File: config.mk
export PLATFORM = sky130hd
export DESIGN_NAME = rr_arbiter
export DESIGN_NICKNAME = d
export VERILOG_FILES = /design/src/rtl/rr_arbiter.sv
export SDC_FILE = /design/constraint.sdc
export NUM_CORES = 1
export LEC_CHECK = 0
export CELL_PAD_IN_SITES_DETAIL_PLACEMENT = 1
export CELL_PAD_IN_SITES_GLOBAL_PLACEMENT = 1
export CORE_MARGIN = 2
export CORE_UTILIZATION = 31
export CTS_CLUSTER_DIAMETER = 200
export DETAILED_ROUTE_END_ITERATION = 12
export PLACE_DENSITY = 0.71
export SKIP_LAST_GASP = 1
export SLEW_MARGIN = 20
export SYNTH_ARGS = -nofsm -noshare
export SYNTH_HDL_FRONTEND = slang
export SYNTH_SLANG_ARGS = --single-unit
File: constraint.sdc
create_clock -name CLK -period 2 [get_ports CLK]
set_clock_uncertainty 0.1 [all_clocks]
set_input_delay 0.4 -clock CLK [delete_from_list [all_inputs] [get_ports CLK]]
set_output_delay 0.4 -clock CLK [all_outputs]
set_load 0.02 [all_outputs]
File: src/rtl/rr_arbiter.sv
// rr_arbiter: N-way round-robin arbiter with registered held grant and optional max-hold timeout
module rr_arbiter #(
  parameter int N = 4,
  parameter int MAX_HOLD = 0,
  localparam int IDW = (N > 1) ? $clog2(N) : 1
) (
  input  logic           CLK,
  input  logic           RESETN,
  input  logic [N-1:0]   REQ,
  output logic [N-1:0]   GNT,
  output logic           GNT_VALID,
  output logic [IDW-1:0] GNT_ID
);
  localparam int HW = (MAX_HOLD > 0) ? $clog2(MAX_HOLD + 1) : 1;
  logic [N-1:0]   gnt_q, gnt_d;
  logic [IDW-1:0] gid_q, gid_d, ptr_q, ptr_d, nxt;
  logic           vld_q, vld_d, rel, adv;
  logic [HW-1:0]  hcnt_q, hcnt_d;
  logic [IDW:0]   p;
  // {found, index} of the first set bit of v scanning circularly from s; descending scan so the nearest hit wins
  function automatic logic [IDW:0] pick(input logic [N-1:0] v, input logic [IDW-1:0] s);
    logic [IDW:0] r;
    int j;
    r = '0;
    for (int k = N - 1; k >= 0; k--) begin
      j = int'(s) + k;
      if (j >= N) j -= N;
      if (v[j]) r = {1'b1, IDW'(j)};
    end
    return r;
  endfunction
  // next-state: hold the current grant until release, then search from the holder's successor so it comes last
  always_comb begin
    nxt    = (gid_q == IDW'(N - 1)) ? '0 : gid_q + 1'b1;
    rel    = !REQ[gid_q] || (MAX_HOLD != 0 && hcnt_q == HW'(MAX_HOLD - 1));
    adv    = !vld_q || rel;
    p      = pick(REQ, vld_q ? nxt : ptr_q);
    gnt_d  = adv ? (p[IDW] ? N'(1) << p[IDW-1:0] : '0) : gnt_q;
    gid_d  = adv ? (p[IDW] ? p[IDW-1:0] : '0) : gid_q;
    vld_d  = adv ? p[IDW] : vld_q;
    ptr_d  = (vld_q && rel) ? nxt : ptr_q;
    hcnt_d = (adv || MAX_HOLD == 0) ? '0 : hcnt_q + 1'b1;
  end
  // state registers; reset drops any grant immediately
  always_ff @(posedge CLK or negedge RESETN) begin
    if (!RESETN) begin
      gnt_q  <= '0;
      gid_q  <= '0;
      vld_q  <= 1'b0;
      ptr_q  <= '0;
      hcnt_q <= '0;
    end else begin
      gnt_q  <= gnt_d;
      gid_q  <= gid_d;
      vld_q  <= vld_d;
      ptr_q  <= ptr_d;
      hcnt_q <= hcnt_d;
    end
  end
  assign GNT       = gnt_q;
  assign GNT_VALID = vld_q;
  assign GNT_ID    = gid_q;
endmodule

==> impl_metrics.ini, run 1 <==
[sta]
max_slew_margin_pct = 70.9
setup-tns-final_ns = 0
worst_slack_ns = 0.0922
hold_viol = 0
maxSlewViolCount = 0
max_slew.worst_pin.slew_ns = 0.434
grt_setup_unrepaired = no
fin_crit_ns = 1.91
timing.final.crit_share_pct = 95.4
clock.fmax_mhz = 524
finalSetupViolCount = 0

[synthesis]
syn_area_um2 = 519
ys_ff_latch = 9
ys_seq_area_share_pct = 43.4
synthCells = 48
synth_cell_types = 24
syn_area_per_cell_um2 = 10.8
synth_warnings = 0
synth.net_count = 55

[worst_setup_path]
r2r_cells = 6
arrival_ns = 1.41
reg2reg_from = GNT_ID[1]
timing.rr.end = GNT[1]
critPathKind = reg -> out
setup.worst_path.end_class = output port
startpoint_type = flip-flop
critPathMaxStageDelay_ns = 0.60
crit_fanout = 5
crit_start = GNT_ID[0]
critPathBufInv = 2
cp_cell_sequence = buf_4 > clkdlybuf4s50_1
crit_required_ns = 1.50
cp_top_family = buffers and inverters
cpMaxStageDelayCell = clkdlybuf4s50_1
ff2ff_setup_slack_ns = 0.12

[final_layout]
syn_to_final_growth_pct = 50.4
num-nets-final = 81
postLayoutCellArea_um2 = 781
insertedDiodeCount = 0
final_common_cell = clkdlybuf4s50_1
drive_gt1_share_pct = 34.2
final_cell_mix = 12 x clkdlybuf4s50_1, 10 x buf_4, 9 x dfrtp_1, 9 x nand2_1
fill_cells = 184
final_util_pct = 50.6
layout.cells.non_filler = 89

[power]
switching_share_pct = 39.9
power_frac_comb_pct = 63.4
clockPowerShare_pct = 11.5
p_per_area_mw_per_mm2 = 1580
vdd_drop_max_mv = 0.592
pwr-share-seq_pct = 25.1
power.switching_mw = 0.492
leakage_nw = 0.327
p_int_mw = 0.741

[placed_design]
dpl.cell_count = 85
dpl_cell_area_um2 = 729
gp_congestion = 0.736
hpwl_um = 1050
port_buffers = 12
pre_cts_ws_ns = -0.149

[grt]
grt_max_degree = 13
antenna_found_initial = 0
track_usage_pct = 14.9
grt_overflow = 0
grt_pass1_wl_um = 2120
grt_pass1_vias = 467

[hold_path]
min_path_type = in -> async

[route]
vias = 456
drt_iter0_drc = 0
routed_via_density = 5.12
drt_wl_total_um = 1280
drc = 0
dr.pass1.iters = 1
drtAntennaViolNets = 0
routedWlPerCell_um = 14.4

[clocking]
h-tree-depth = 1
cts-buffers-inserted = 3
cts_tree = yes
clk_pin_slew_ns = 0.06
cts_buffer_depth = 2
cts_root_buf = clkbuf_4
insertion_delay_ns = 0.26
cts.sinks = 9

[floorplanning]
ios = 13
design.core.area_mm2 = 0.00154
die_h_um = 44.9
die_w_um = 44.9
die-area_mm2 = 0.00202
start_util_pct = 33.7
rows = 14

[run]
cap_violations = 0

[run_status]
status = complete, no violations
==> registers in the layout (all words and copies together) (netlist names) <==
register	cells
GNT	4
GNT_VALID	1
GNT_ID	2
ptr_q	2
==> cell families after synthesis <==
family          after synthesis  synth area share [%]
compound gates               10                  16.6
simple gates                 22                  24.1
fa+ha+maj                     1                  2.41
mux                           5                  12.5
flops                         9                  43.4
buf+inv                       1                 0.963
==> power groups by stage <==
stage,Clock [mW],Sequential [mW],Combinational (mW)
finish,0.142,0.310,0.781
CTS,0.148,0.301,0.742
floorplan,0,0.365,0.365
detailed placement,0,0.305,0.740
global route,0.159,0.319,0.858
global placement,0,0.298,0.724
==> metal layers <==
metal | track usage [%] | wire, um | part of all wire (%) | up-vias
met5 | 0 | 0 | 0 | -
met4 | 7.06 | 19 | 1.5 | 0
met3 | 3.60 | 38 | 3.0 | 2
met2 | 22.9 | 622 | 49 | 7
met1 | 19.5 | 603 | 47 | 219
li1 | - | - | - | 228
==> final cells by class <==
class | instances | area, um2 | share of cell area (%)
multi-input cells | 38 | 314 | 40.2
flip-flops and latches | 9 | 225 | 28.8
repair buffers | 22 | 195 | 25.0
clock buffers | 4 | 26.3 | 3.37
well taps | 16 | 20.0 | 2.56
==> synth_stat cells, drive strengths merged <==
library cell   n  area, um2
nand2         10       37.5
dfrtp          9        225
or3b           1       11.3
mux2i          2       20.0
nor2           1       3.75
nand2b         3       18.8
or2            1       8.76
o2111ai        1       8.76
mux4           1       22.5
o21ai          2       10.0
mux2           2       22.5
a22oi          1       7.51
or4            1       7.51
o211ai         1       12.5
buf            1       5.00
o31ai          5       47.5
ha             1       12.5
and2           1       6.26
nor2b          2       12.5
nand4          2       18.8
==> worst max-delay path by stage <==
stage	to	slack (ns)	cells past startpoint
after CTS	GNT[0]	0.002	7
final	GNT_ID[0]	0.09	2
after global placement	GNT[1]	-0.10	4
after detailed placement	GNT[1]	-0.15	4
after floorplan	GNT[0]	0.06	6
after global routing	ptr_q[0]	0.007	5
==> repair_timing <==
item | CTS | global route
resized for setup | 0 | 4
hold buffers | 0 | 0
endpoints found under the setup margin | 0 | 5
buffers inserted | 0 | 0
==> per-stage QoR <==
| step | hold slack (ns) | power, mW |
|---|---|---|
| 4_1_cts | 0.343 | 1.19 |
| 2_1_floorplan | 0.00441 | 0.730 |
| 3_3_place_gp | 0.364 | 1.02 |
| 6_report | 0.341 | 1.23 |
| 5_1_grt | 0.357 | 1.34 |
| 3_5_place_dp | 0.376 | 1.04 |
(Power assumes the default switching activity.)
==> run 2: changes to the inputs <==
- TNS_END_PERCENT: unset -> 10
==> results of run 2 <==
No change in the layout: final DEF, timing and power equal those of run 1.
==> run 3: changes to the inputs <==
- CORE_MARGIN: 2 -> unset
- RECOVER_POWER: unset -> 100
- SETUP_SLACK_MARGIN: unset -> 0.1
==> impl_metrics.ini, run 3 (same netlist as run 1, synthesis figures left out) <==
[hold_path]
holdPathEnd = GNT[2]
whs_path_depth = 2
min_path_type = reg -> reg
worstHoldStart = GNT[2]

[sta]
finalSetupViolCount = 0
hold_slack_ns = 0.385
max_slew.worst_pin.slew_ns = 0.438
worst_slack_ns = 0.0862
grt_setup_unrepaired = yes
clock.fmax_mhz = 523
max_slew_margin_pct = 70.7
setup-tns-final_ns = 0
timing.final.crit_share_pct = 95.7
maxSlewViolCount = 0
hold_viol = 0
fin_crit_ns = 1.91

[clocking]
cts.sinks = 9
insertion_delay_ns = 0.26
cts_buffer_depth = 2
h-tree-depth = 1
cts-buffers-inserted = 3
clk_pin_slew_ns = 0.06
cts_tree = yes
cts_root_buf = clkbuf_4
post-cts-setup-buffer-count = 0
holdBufCountCts = 0

[worst_setup_path]
ff2ff_setup_slack_ns = 0.15
setup.worst_path.end_class = output port
crit_required_ns = 1.50
timing.rr.end = GNT[3]
r2r_cells = 6
crit_fanout = 3
critPathKind = reg -> out
startpoint_type = flip-flop
arrival_ns = 1.41
reg2reg_from = GNT_ID[1]

[final_layout]
layout.cells.non_filler = 90
drive_gt1_share_pct = 33.8
syn_to_final_growth_pct = 50.8
final_cell_mix = 10 x nand2_1, 9 x dfrtp_1, 7 x buf_4
largest_reg_flops = 4
num-nets-final = 82
final_common_cell = nand2_1
multiInputGateArea_um2 = 322
fill_cells = 179
regArea_um2 = 225
insertedDiodeCount = 0

[floorplanning]
die-area_mm2 = 0.00184
rows = 14
ios = 13
die_h_um = 42.9
start_util_pct = 33.7
die_w_um = 42.9
design.core.area_mm2 = 0.00154

[power]
vdd_drop_max_mv = 0.627
leakage_nw = 0.335
p_per_area_mw_per_mm2 = 1530

[placed_design]
gp_congestion = 0.821
pre_cts_ws_ns = -0.189
dpl.cell_count = 86
port_buffers = 12
hpwl_um = 1060

[route]
drtAntennaViolNets = 0
drc = 0
dr.pass1.iters = 4
vias = 471
drt_wl_total_um = 1320
routedWlPerCell_um = 14.7
drt_iter0_drc = 3
routed_via_density = 5.23

[grt]
grt_pass1_vias = 489
grt_pass1_wl_um = 2220
track_usage_pct = 16.9
grt_overflow = 0
grt_max_degree = 13
antenna_found_initial = 0

[run_status]
status = complete, no violations

[run]
cap_violations = 0
-- run 3: changes by cell type in the layout (fill, tap and decap cells not counted), moves of 2 or more --
cell,delta
clkbuf_4,+2
buf_4,-3
clkdlybuf4s50_1,-6
dlygate4sd3_1,+5
clkbuf_1,+2
-- run 3: where the power goes --
part	leakage (nW)	switching [mW]	internal (mW)
Sequential	0.110	0.0535	0.256
Combinational	0.210	0.369	0.380
Clock	0.0150	0.0636	0.0769
Total	0.335	0.486	0.712
-- run 3: critical path, stage by stage, from the launching register on --
cell,delay (ns)
dfrtp_1,0.38
clkbuf_2,0.17
clkdlybuf4s50_1,0.61
-- run 3: worst max-delay path by stage --
stage | cells after the start | from | slack [ns] | to
CTS | 2 | GNT_ID[0] | 0.09 | GNT_ID[0]
floorplan | 6 | GNT_ID[0] | 0.09 | GNT[3]
finish | 2 | GNT_ID[1] | 0.09 | GNT_ID[1]
detailed placement | 4 | REQ[0] | -0.19 | GNT[0]
global route | 2 | GNT_ID[1] | 0.04 | GNT_ID[1]
global placement | 4 | REQ[0] | -0.08 | GNT[0]
-- run 3: timing repair --
action | 4_1_cts | 5_1_grt
pin swaps | 3 | 0
setup endpoints to repair | 3 | 7
cloned | 0 | 0
gates resized for setup | 2 | 3
endpoints found under the hold margin | 0 | 0
-- run 3: cell type report --
class | instances | area share (%)
clock buffer | 4 | 3.35
multi-input combinational | 38 | 41.1
sequential | 9 | 28.8
tap | 16 | 2.56
timing repair buffer | 23 | 24.3
-- run 3: through the flow --
stage,utilization (%),cell area (um2),power (mW)
floorplan,-,523,0.744
CTS,51.0,786,1.22
global route,50.8,783,1.28
finish,50.8,783,1.20
detailed placement,48.1,741,1.04
global placement,48.1,741,1.02
-- run 3: layer usage --
layer | part of all wire (%) | routed length, um | vias to the layer above | global-route usage (%)
met2 | 47 | 626 | 8 | 23.3
met4 | 0.98 | 13 | 0 | 9.38
met3 | 3.5 | 46 | 2 | 5.11
met1 | 48 | 634 | 230 | 23.3
li1 | - | - | 231 | -
met5 | 0 | 0 | - | 0
